## src/rtl/mem_port_arbiter_pkg.sv

```systemverilog
// rtl/mem_port_arbiter_pkg.sv - shared encodings and helpers for the memory port arbiter
package mem_port_arbiter_pkg;

    typedef enum logic [2:0] {
        RD_WORD   = 3'd0,
        RD_HALF_S = 3'd1,
        RD_HALF_U = 3'd2,
        RD_BYTE_S = 3'd3,
        RD_BYTE_U = 3'd4
    } read_part_e;

    typedef enum logic [1:0] {
        WR_WORD = 2'd0,
        WR_HALF = 2'd1,
        WR_BYTE = 2'd2
    } write_part_e;

    typedef enum logic [1:0] {
        ST_IDLE          = 2'd0,
        ST_GNT_IF        = 2'd1,
        ST_GNT_DM        = 2'd2,
        ST_GNT_IF_FORCED = 2'd3
    } arb_state_e;

    // Access size classes used for the alignment check.
    localparam logic [1:0] MEM_WORD = 2'd0;
    localparam logic [1:0] MEM_HALF = 2'd1;
    localparam logic [1:0] MEM_BYTE = 2'd2;

    // Unused read encodings behave as byte accesses (never misaligned).
    function automatic logic [1:0] rd_size(input logic [2:0] part);
        case (part)
            RD_WORD:              return MEM_WORD;
            RD_HALF_S, RD_HALF_U: return MEM_HALF;
            default:              return MEM_BYTE;
        endcase
    endfunction

    function automatic logic [1:0] wr_size(input logic [1:0] part);
        case (part)
            WR_WORD: return MEM_WORD;
            WR_HALF: return MEM_HALF;
            default: return MEM_BYTE;
        endcase
    endfunction

    function automatic logic is_misaligned(input logic [1:0] size, input logic [1:0] addr_lo);
        case (size)
            MEM_WORD: return addr_lo != 2'b00;
            MEM_HALF: return addr_lo[0];
            default:  return 1'b0;
        endcase
    endfunction

endpackage

```

## src/rtl/mem_port_arbiter_sat_counter.sv

```systemverilog
// rtl/mem_port_arbiter_sat_counter.sv - saturating up-counter with synchronous clear
module sat_counter #(
    parameter int CNT_W = 16
) (
    input  logic             clk,
    input  logic             clr,
    input  logic             inc,
    output logic [CNT_W-1:0] cnt
);

    logic [CNT_W-1:0] cnt_q, cnt_d;

    // Count up on inc, hold at all-ones instead of wrapping.
    always_comb begin
        cnt_d = cnt_q;
        if (inc && (cnt_q != {CNT_W{1'b1}})) begin
            cnt_d = cnt_q + CNT_W'(1);
        end
    end

    // Counter register, cleared synchronously.
    always_ff @(posedge clk) begin
        if (clr) begin
            cnt_q <= '0;
        end else begin
            cnt_q <= cnt_d;
        end
    end

    assign cnt = cnt_q;

endmodule

```

## src/rtl/mem_port_arbiter.sv

```systemverilog
// rtl/mem_port_arbiter.sv - fetch/data arbiter for a single-ported unified memory
module mem_port_arbiter
    import mem_port_arbiter_pkg::*;
#(
    parameter int ADDR_W       = 8,
    parameter int STARVE_LIMIT = 3,
    parameter int CNT_W        = 16
) (
    input  logic              clk,
    input  logic              rst,
    input  logic              if_req,
    input  logic [ADDR_W-1:0] if_addr,
    output logic [31:0]       if_instr,
    output logic              if_stall,
    input  logic              dm_read,
    input  logic              dm_write,
    input  logic [ADDR_W-1:0] dm_addr,
    input  logic [2:0]        dm_read_part,
    input  logic [1:0]        dm_write_part,
    input  logic [31:0]       dm_wdata,
    output logic [31:0]       dm_rdata,
    output logic              dm_stall,
    output logic              dm_misaligned,
    output logic [ADDR_W-1:0] mem_addr,
    output logic              mem_read,
    output logic              mem_write,
    output logic [2:0]        mem_read_part,
    output logic [1:0]        mem_write_part,
    output logic [31:0]       mem_wdata,
    input  logic [31:0]       mem_rdata,
    output logic [CNT_W-1:0]  fetch_stall_cnt,
    output logic [CNT_W-1:0]  data_stall_cnt
);

    localparam int              SW         = $clog2(STARVE_LIMIT + 1);
    localparam logic [SW-1:0]   STARVE_MAX = SW'(STARVE_LIMIT);

    arb_state_e    state_q, state_d;
    logic [SW-1:0] starve_cnt_q, starve_cnt_d;
    logic          dm_access, mis, dm_req, forced, gnt_if, gnt_dm;

    // Request qualification and grant decision; reset suppresses every grant.
    always_comb begin
        dm_access = dm_read | dm_write;
        mis       = !rst && dm_access &&
                    is_misaligned(dm_write ? wr_size(dm_write_part) : rd_size(dm_read_part),
                                  dm_addr[1:0]);
        dm_req    = !rst && dm_access && !mis;
        forced    = !rst && if_req && dm_req && (starve_cnt_q == STARVE_MAX);
        gnt_if    = !rst && if_req && (!dm_req || forced);
        gnt_dm    = dm_req && !gnt_if;
    end

    // Consecutive-denied-fetch counter; any gap in fetch requests forgets history.
    always_comb begin
        starve_cnt_d = starve_cnt_q;
        if (rst || !if_req || gnt_if) begin
            starve_cnt_d = '0;
        end else if (starve_cnt_q != STARVE_MAX) begin
            starve_cnt_d = starve_cnt_q + SW'(1);
        end
    end

    // Next state records which requester won this cycle.
    always_comb begin
        state_d = ST_IDLE;
        if (forced) begin
            state_d = ST_GNT_IF_FORCED;
        end else if (gnt_if) begin
            state_d = ST_GNT_IF;
        end else if (gnt_dm) begin
            state_d = ST_GNT_DM;
        end
    end

    // State and starvation registers.
    always_ff @(posedge clk) begin
        if (rst) begin
            state_q      <= ST_IDLE;
            starve_cnt_q <= '0;
        end else begin
            state_q      <= state_d;
            starve_cnt_q <= starve_cnt_d;
        end
    end

    // Memory port and pipeline outputs driven from the current grant.
    always_comb begin
        mem_addr       = '0;
        mem_read       = 1'b0;
        mem_write      = 1'b0;
        mem_read_part  = '0;
        mem_write_part = '0;
        mem_wdata      = '0;
        if_instr       = '0;
        dm_rdata       = '0;
        if (gnt_if) begin
            mem_addr      = if_addr;
            mem_read      = 1'b1;
            mem_read_part = RD_WORD;
            if_instr      = mem_rdata;
        end else if (gnt_dm) begin
            mem_addr = dm_addr;
            if (dm_write) begin
                mem_write      = 1'b1;
                mem_write_part = dm_write_part;
                mem_wdata      = dm_wdata;
            end else begin
                mem_read      = 1'b1;
                mem_read_part = dm_read_part;
                dm_rdata      = mem_rdata;
            end
        end
        if_stall      = !rst && if_req && !gnt_if;
        dm_stall      = dm_req && !gnt_dm;
        dm_misaligned = mis;
    end

    // A forced fetch always wipes the starvation history it was granted on.
    a_forced_clears: assert property (@(posedge clk) disable iff (rst)
        (state_q == ST_GNT_IF_FORCED) |-> (starve_cnt_q == '0));

    sat_counter #(.CNT_W(CNT_W)) u_fetch_cnt (
        .clk (clk),
        .clr (rst),
        .inc (if_stall),
        .cnt (fetch_stall_cnt)
    );

    sat_counter #(.CNT_W(CNT_W)) u_data_cnt (
        .clk (clk),
        .clr (rst),
        .inc (dm_stall),
        .cnt (data_stall_cnt)
    );

endmodule
```

## config.mk

```make
export PLATFORM = sky130hd
export DESIGN_NAME = mem_port_arbiter
export DESIGN_NICKNAME = d
export VERILOG_FILES = /design/src/rtl/mem_port_arbiter_pkg.sv /design/src/rtl/mem_port_arbiter_sat_counter.sv /design/src/rtl/mem_port_arbiter.sv
export SDC_FILE = /design/constraint.sdc
export NUM_CORES = 1
export LEC_CHECK = 0
export CAP_MARGIN = 15
export CORE_AREA = 2 2 92 94
export DETAILED_ROUTE_END_ITERATION = 8
export DIE_AREA = 0 0 94 96
export PLACE_DENSITY = 0.89
export SETUP_SLACK_MARGIN = 0.5
export SLEW_MARGIN = 20
export SYNTH_ARGS = -nofsm -noshare
export SYNTH_HDL_FRONTEND = slang
export SYNTH_HIERARCHICAL = 1
export SYNTH_SLANG_ARGS = --single-unit
export TNS_END_PERCENT = 50
```

## constraint.sdc

```tcl
create_clock -name clk -period 7.9 [get_ports clk]
set_input_delay 1.58 -clock clk [delete_from_list [all_inputs] [get_ports clk]]
set_output_delay 1.58 -clock clk [all_outputs]
set_load 0.03 [all_outputs]
```

Word-level counts from Yosys, hierarchy flattened
Cells that the tools add are included.

Register bits: 34. Bits in latches: 0. Bits in writable memories: 0. Memory bits (read-only): 0. Input port bits: 90. Output and inout bits: 146. Logic and storage cells: 67. Memories kept: 0.

Add/sub/neg operators: 3. Multiply operators: 0. Divide/modulo/power cells: 0. $lt $le $gt $ge: 0. Equal/unequal tests: 8. Shift-type cells: 0. Muxes and demuxes: 25. Bitwise logic cells: 1. Reduce and logical (&&, ||, !) cells: 27.

Operators by type and width (count): $mux W32 (7); $add A16 B1 Y16 const B (2); $ne A16 B16 Y1 const B (2); $mux W8 (2); $logic_and A1 B1 Y1 (12); $mux W3 (3); $mux W2 (4); $pmux W2 S2 (2); $logic_not A1 Y1 (6); $mux W1 (6); $eq A2 B1 Y1 const B (2); $logic_not A2 Y1 (2); $reduce_or A2 Y1 (2); $eq A3 B1 Y1 const B (1); $eq A3 B2 Y1 const B (1); $logic_not A3 Y1 (1); $logic_or A1 B1 Y1 (3); $add A2 B1 Y2 const B (1); $eq A2 B2 Y1 const B (1); $ne A2 B2 Y1 const B (1); $pmux W1 S2 (1); $reduce_bool A2 Y1 (1); $or A1 B1 Y1 (1).

Longest topological paths before layout
Gate-level depths: netlist of the first run.

Word-level depth: 18. Gate-level depth with buffers: 8. Gate-level depth less buffers: 8.

Modules after synthesis
The synthesis of the first run kept the hierarchy.

Modules (own cells, without submodules): sat_counter (times used 2, cells an instance 99, area each 848.3 um^2, sequential area each 320.3 um^2); mem_port_arbiter (times used 1, cells an instance 147, area each 1033.5 um^2, sequential area each 40.0 um^2).

Worst setup path after synthesis of the first run
Ideal clock, no wire load.

Path type: input to output. Start point: input port rst. End point: output port dm_stall. Arrival time: 3.352 ns. Setup slack: 2.968 ns. Stages on the path: 3. Path buffers: 0. Path through: o21bai_1 or3b_2 nor3b_1.

Cells in the longest elaborated chain, start to end: 13. Elaborated cells between the ends (all ways): 15. Classes of those cells: reduce/logical (15).

RTL lines: start: declaration (line mem_port_arbiter.sv:10) `input logic rst,`; $logic_not A1 Y1 (*); $logic_and A1 B1 Y1 (line mem_port_arbiter.sv:45, mem_port_arbiter.sv:48); $logic_and A1 B1 Y1 (line mem_port_arbiter.sv:45) `mis = !rst && dm_access &&`; $logic_not A1 Y1 (line mem_port_arbiter.sv:48) `dm_req = !rst && dm_access && !mis;`; $logic_and A1 B1 Y1 (line mem_port_arbiter.sv:48); $logic_and A1 B1 Y1 (2 in series) (line mem_port_arbiter.sv:49) `forced = !rst && if_req && dm_req && (starve_cnt_q == STARVE_MAX);`; $logic_or A1 B1 Y1 (line mem_port_arbiter.sv:50) `gnt_if = !rst && if_req && (!dm_req || forced);`; $logic_and A1 B1 Y1 (line mem_port_arbiter.sv:50); $logic_not A1 Y1 (line mem_port_arbiter.sv:51) `gnt_dm = dm_req && !gnt_if;`; $logic_and A1 B1 Y1 (line mem_port_arbiter.sv:51); $logic_not A1 Y1 (line mem_port_arbiter.sv:115) `dm_stall = dm_req && !gnt_dm;`; $logic_and A1 B1 Y1 (*) (line mem_port_arbiter.sv:115); end: declaration (line mem_port_arbiter.sv:22) `output logic dm_stall,`.

Every way passes the cells marked *; elsewhere a longest branch is shown, timed or not.

Worst setup path in the final report of the first run
Start point: input port dm_write. End point: output port if_stall.

Cells in the longest elaborated chain, start to end: 12. Elaborated cells between the ends (all ways): 16. Classes of those cells: eq/ne (1); mux (2); bitwise (1); reduce/logical (12).

RTL lines: start: declaration (line mem_port_arbiter.sv:16) `input logic dm_write,`; $mux W2 (line mem_port_arbiter.sv:46) `is_misaligned(dm_write ? wr_size(dm_write_part) : rd_size(dm_read_part),`; $eq A2 B1 Y1 / $logic_not A2 Y1 (equally long branches) (line mem_port_arbiter_pkg.sv:48) `case (size)`; $pmux W1 S2 (line mem_port_arbiter_pkg.sv:48); $logic_and A1 B1 Y1 (line mem_port_arbiter.sv:45); $logic_not A1 Y1 (line mem_port_arbiter.sv:48); $logic_and A1 B1 Y1 (*) (line mem_port_arbiter.sv:48); $logic_and A1 B1 Y1 (2 in series) (line mem_port_arbiter.sv:49); $logic_or A1 B1 Y1 (*) (line mem_port_arbiter.sv:50); $logic_and A1 B1 Y1 (*) (line mem_port_arbiter.sv:50); $logic_not A1 Y1 (*) (line mem_port_arbiter.sv:114) `if_stall = !rst && if_req && !gnt_if;`; $logic_and A1 B1 Y1 (*) (line mem_port_arbiter.sv:114); end: declaration (line mem_port_arbiter.sv:14) `output logic if_stall,`.

Marked as above.

==> impl_metrics.tcl, run 1 <==
set metrics [dict create \
    status "completed" \
    cp.arrival_ns 4.39 \
    wl_um 10800 \
    max_freq_mhz 167 \
    crit_path_top_delay_cell "clkdlybuf4s50_1" \
    worstMarginPinSlew_ns 0.883 \
    place.port_buffers 235 \
    fin_cells 678 \
    postPlaceCellArea_um2 5140 \
    rsz0062_at_grt "false" \
    synth_flop_cell "dfxtp_1" \
    cts_tree "yes" \
    initial_core_util 0.339 \
    ys_types 48 \
    synthTopCellsByArea "dfxtp_1 (25%), and2_1 (23%), a21oi_1 (3.8%)" \
    die_h_um 96 \
    end_kind "output pin" \
    final_util 0.655 \
    power.density_nw_per_um2 104 \
    fin_nets 665 \
    grt_pass1_vias 3204 \
    drive_above_1_share 0.0471 \
    dp_hpwl_um 8640 \
    cp_cell_sequence "clkdlybuf4s50_1 -> o21bai_1 -> or3b_2 -> nor3_1 -> clkdlybuf4s50_1" \
    cts_root_buffer "clkbuf_8" \
    place_ws_ns 1.93 \
    min_path_type "flip-flop to flip-flop" \
    num_vias 3474 \
    netlist_instances 345 \
    critPathKind "primary input to output pin" \
    coreArea_um2 8050 \
    fin_hold_ws_ns 0.429 \
    antenna_cells 0 \
    fin_crit_ns 5.97 \
    fin_area_um2 5270 \
    fillers 648 \
    timing.max_cap.violations 0 \
    place_congestion 0.803 \
    path_buf_inv 2 \
    cts_resized 0 \
    syn_area_um2 2730 \
    synth_seq_area_share 0.249 \
    hold_viol_final 0 \
    slew_violations 0 \
    cp_top_family "buffers and inverters" \
    grt-ovfl-total 0 \
    htree_levels 2 \
    vdd_ir_drop_max_uv 68.1 \
    area_delta_synth_final_pct 93.2 \
    worst_path_most_repeated_cell "clkdlybuf4s50_1" \
    worst_slack_ns 1.93 \
    antenna_found_initial 0 \
    total_power_uw 548 \
    slew_headroom 0.407 \
    synth_edf_count 0 \
    clkTransAtPathRegs_ns 0.07 \
    critPathMaxStageDelay_ns 0.82 \
    post_drt_wl_per_cell_um 15.9 \
    crit_fanout 8 \
    cts_buffers 5 \
    yosys_register_bits 34 \
    die_w_um 94 \
    final.period_utilization 0.756 \
    ios 236 \
    syn_area_per_cell_um2 7.91 \
    cp.required_ns 6.32 \
    grt_use_total 0.214 \
    clock_latency_ns 0.29 \
    synth.net_count 438 \
    cts_sinks 34 \
    drc 0 \
    async_flop_share 0 \
    yosysWarnings 6 \
    core.rowCount 33 \
    fin_tns_setup_ns 0 \
    finClkSkew_ns 0.0116 \
    cts_setup_buffers 0 \
    drt-vias-per-instance 5.12 \
    yosys.area.top_type "dfxtp_1" \
    hold_buffers 0 \
    drt_iter0_drc 76 \
    post-place-cells 670 \
    antenna_left 0 \
    start_kind "primary input" \
    grt_pass1_wl_um 15600 \
    cts_buffer_depth 2 \
    dieArea_um2 9020 \
    drtPass1Iterations 4 \
    power.leakage_nw 1.85 \
    grt_max_degree 42 \
    setup-violations-final 0 \
    synth_top_area_frac 0.249 \
]
[placed cells by master (no fill, tap or decap), types with 2 or more instances in the layout]
| master | n |
|---|---|
| o21ai_0 | 8 |
| mux2_2 | 2 |
| a22o_1 | 8 |
| xnor2_1 | 4 |
| nand3_1 | 12 |
| and4_1 | 6 |
| nor2_1 | 12 |
| mux2i_1 | 2 |
| or3_1 | 6 |
| nor4_1 | 5 |
| o311ai_0 | 3 |
| nor2b_1 | 7 |
| nor4_4 | 2 |
| nand4_4 | 2 |
| o41ai_1 | 2 |
| a21oi_1 | 21 |
| dfxtp_1 | 34 |
| and3_1 | 2 |
| or4_1 | 14 |
| clkdlybuf4s50_1 | 235 |
| inv_1 | 8 |
| or3b_2 | 2 |
| nand2_1 | 12 |
| nand3b_1 | 2 |
| nor4bb_1 | 2 |
| nor4b_1 | 2 |
| clkbuf_8 | 5 |
| ha_1 | 3 |
| nand4_1 | 6 |
| bufinv_16 | 2 |
| o31ai_1 | 12 |
| o21a_1 | 2 |
| buf_4 | 4 |
| nand2_2 | 2 |
| and2_1 | 102 |
| nor3_1 | 9 |
[cell usage after synthesis (all sizes together), types with 8 or more instances]
| cell type | n |
|---|---|
| nor2 | 12 |
| a22o | 8 |
| nand2 | 14 |
| o21ai | 8 |
| dfxtp | 34 |
| a21oi | 21 |
| nand4 | 8 |
| nand3 | 12 |
| buf | 8 |
| nor3 | 9 |
| and2 | 102 |
| o31ai | 12 |
| inv | 8 |
| clkbuf | 11 |
| or4 | 14 |
[where the power goes]
part / internal [mW] / total, mW / switching (mW)
Sequential: 0.172 / 0.172 / 0.000418
Clock: 0.126 / 0.197 / 0.0706
Combinational: 0.0918 / 0.179 / 0.0868
Total: 0.390 / 0.548 / 0.158
[cells by family (layout without fill, tap and decap cells)]
kind of cell | count (synthesis) | count (layout) | share of synthesized area
fa+ha+maj | 3 | 3 | 0.0138
simple gates | 209 | 209 | 0.489
flops | 34 | 34 | 0.249
mux | 4 | 4 | 0.0156
buf+inv | 27 | 255 | 0.0504
compound gates | 64 | 64 | 0.169
xor+xnor | 4 | 4 | 0.0128
[worst reg2reg max path: stages (launching register included)]
cell	delay, ns
dfxtp_1	0.32
ha_1	0.31
nor3_1	0.77
nand2_1	0.44
nor4bb_1	0.41
mux2_2	0.37
[state kept, by name, summed over array words and instances (netlist names)]
register / count
starve_cnt_q: 2
u_fetch_cnt/cnt: 16
u_data_cnt/cnt: 16
[per-layer routing]
layer  GRT usage  wire length (um)  part of all wire
met1       0.240              3970              0.37
met2       0.381              5480              0.51
met3      0.0846              1150              0.11
met4      0.0543               169             0.016
met5           0                 0                 0
[cell type report]
| cell class | count | area (um2) | share of cell area |
|---|---|---|---|
| timing repair buffer | 239 | 2380 | 0.452 |
| multi-input combinational | 284 | 1910 | 0.363 |
| sequential | 34 | 681 | 0.129 |
| tap | 105 | 131 | 0.0249 |
| clock buffer | 5 | 68.8 | 0.0130 |
| clock inverter | 3 | 68.8 | 0.0130 |
| inverter | 8 | 30.0 | 0.00569 |
[final timing paths]
path,startpoint,endpoint,slack [ns],depth (start not counted)
worst max-delay path,dm_write,if_stall,1.93,5
worst min-delay path,starve_cnt_q[0]$_SDFFE_PP0P_,starve_cnt_q[0]$_SDFFE_PP0P_,0.43,1
worst max register to register,starve_cnt_q[0]$_SDFFE_PP0P_,u_fetch_cnt/cnt[11]$_SDFFE_PP0P_,5.19,5
worst min register to register,starve_cnt_q[0]$_SDFFE_PP0P_,starve_cnt_q[0]$_SDFFE_PP0P_,0.43,1
Power figures use the tool's default switching activity.
==> run 2, diff against run 1 <==
Settings changed: CORE_AREA 2 2 92 94 to unset, CORE_UTILIZATION set to 32, DIE_AREA 0 0 94 96 to unset, PLACE_DENSITY 0.89 to 0.84.
Clock period 7.9 ns to 6.1 ns, I/O delays scaled along.
==> run 2 against run 1 <==
Net effect: clock power decreased by 11%; combinational power up 28%; hold slack better by 0.0020 ns; cell count increased by 0.15%; core utilization decreased by 2.4 points; count of clock-buffer cells in the layout rose by 1; total power rose by 15%.
==> impl_metrics.tcl, run 2 (synthesis results as in run 1) <==
set metrics [dict create \
    dp_hpwl_um 8480 \
    coreArea_um2 8220 \
    min_path_type "flip-flop to flip-flop" \
    grt_max_degree 42 \
    rsz0062_at_grt "false" \
    cts_buffers 5 \
    clock_latency_ns 0.28 \
    drt-vias-per-instance 5.01 \
    htree_levels 2 \
    grt_pass1_wl_um 15300 \
    final.period_utilization 0.860 \
    finClkSkew_ns 0.0112 \
    total_power_uw 628 \
    r2r-start "starve_cnt_q[0]$_SDFFE_PP0P_" \
    post_drt_wl_per_cell_um 15.5 \
    hold-path-cell-count 1 \
    antenna_found_initial 0 \
    cp.arrival_ns 4.03 \
    num_vias 3400 \
    max_freq_mhz 191 \
    r2r-end "u_data_cnt/cnt[11]$_SDFFE_PP0P_" \
    final_cell_mix "clkdlybuf4s50_1 (198), and2_1 (102), buf_4 (39)" \
    crit_fanout 41 \
    worstMarginPinSlew_ns 0.855 \
    fin_crit_ns 5.25 \
    cts_buffer_depth 2 \
    area_delta_synth_final_pct 89.9 \
    drtPass1Iterations 4 \
    timing.max_cap.violations 0 \
    antenna_left 0 \
    drt_iter0_drc 69 \
    dieArea_um2 8900 \
    grt_use_total 0.218 \
    place_ws_ns 0.868 \
    rrSetupSlack_ns 3.94 \
    grt-ovfl-total 0 \
    slew_violations 0 \
    cts_resized 0 \
    clkTransAtPathRegs_ns 0.07 \
    vdd_ir_drop_max_uv 86.3 \
    power.density_nw_per_um2 121 \
    critPathLaunch "dm_addr[0]" \
    die_w_um 94.4 \
    fin_nets 666 \
    initial_core_util 0.332 \
    wl_um 10500 \
    antenna_cells 0 \
    drive_above_1_share 0.113 \
    slew_headroom 0.426 \
    r2r_cells 6 \
    place.port_buffers 235 \
    worst_slack_ns 0.854 \
    status "completed" \
    cts_root_buffer "clkbuf_8" \
    crit_end "mem_addr[4]" \
    end_kind "output pin" \
    hold_viol_final 0 \
    setup-violations-final 0 \
    cts_sinks 34 \
    core.rowCount 33 \
    grt_pass1_vias 3150 \
    drc 0 \
    final_common_cell "clkdlybuf4s50_1" \
    cts_setup_buffers 0 \
    cp.required_ns 4.88 \
    fin_tns_setup_ns 0 \
    die_h_um 94.4 \
    hold_buffers 0 \
    cts_tree "yes" \
    ios 236 \
    start_kind "primary input" \
    power.leakage_nw 1.92 \
    critPathKind "primary input to output pin" \
    place_congestion 0.806 \
]
==> run 2: area by class of cell <==
| type | instances | area [um2] |
|---|---|---|
| Inverter | 8 | 30.0 |
| Clock buffer | 6 | 82.6 |
| Sequential cell | 34 | 681 |
| Timing Repair Buffer | 240 | 2330 |
| Clock inverter | 2 | 12.5 |
| Fill cell | 707 | 3030 |
| Tap cell | 105 | 131 |
| Multi-Input combinational cell | 284 | 1910 |
==> run 2: how the worst min path moves through the flow <==
| stage | start | end | slack [ns] |
|---|---|---|---|
| after floorplan | starve_cnt_q[0]$_SDFFE_PP0P_ | starve_cnt_q[0]$_SDFFE_PP0P_ | 0.41 |
| after global placement | starve_cnt_q[0]$_SDFFE_PP0P_ | starve_cnt_q[0]$_SDFFE_PP0P_ | 0.41 |
| after detailed placement | starve_cnt_q[0]$_SDFFE_PP0P_ | starve_cnt_q[0]$_SDFFE_PP0P_ | 0.42 |
| after CTS | starve_cnt_q[0]$_SDFFE_PP0P_ | starve_cnt_q[0]$_SDFFE_PP0P_ | 0.43 |
| after global routing | starve_cnt_q[0]$_SDFFE_PP0P_ | starve_cnt_q[0]$_SDFFE_PP0P_ | 0.49 |
| final | starve_cnt_q[0]$_SDFFE_PP0P_ | starve_cnt_q[0]$_SDFFE_PP0P_ | 0.43 |
==> run 2: layer usage <==
layer | vias to the layer above | track usage | part of all wire | wire (um)
met2 | 162 | 0.395 | 0.51 | 5400
met5 | - | 0 | 0 | 0
met4 | 0 | 0.0282 | 0.0029 | 31
li1 | 1705 | - | - | -
met3 | 4 | 0.0894 | 0.11 | 1160
met1 | 1529 | 0.242 | 0.37 | 3930
==> run 2: metrics by stage <==
stage	utilization	instance area, um2	cells	hold WS, ns
2_1_floorplan	-	2730	345	0.405
3_3_place_gp	0.619	5090	671	0.413
3_5_place_dp	0.619	5090	671	0.424
4_1_cts	0.631	5180	679	0.435
5_1_grt	0.631	5180	679	0.487
6_report	0.631	5180	679	0.431
==> run 2: worst max-delay path, stage by stage <==
cell and delay [ns]:
clkdlybuf4s50_1 0.57, or3b_2 0.49, o311ai_0 0.13, o311a_2 0.66
a22o_1 0.25, clkdlybuf4s50_1 0.68
==> run 2: power by group <==
| part | switching (mW) | total [mW] | internal, mW |
|---|---|---|---|
| logic | 0.113 | 0.230 | 0.117 |
| registers | 0.000510 | 0.223 | 0.222 |
| clock network | 0.0843 | 0.175 | 0.0908 |
| total | 0.197 | 0.628 | 0.431 |
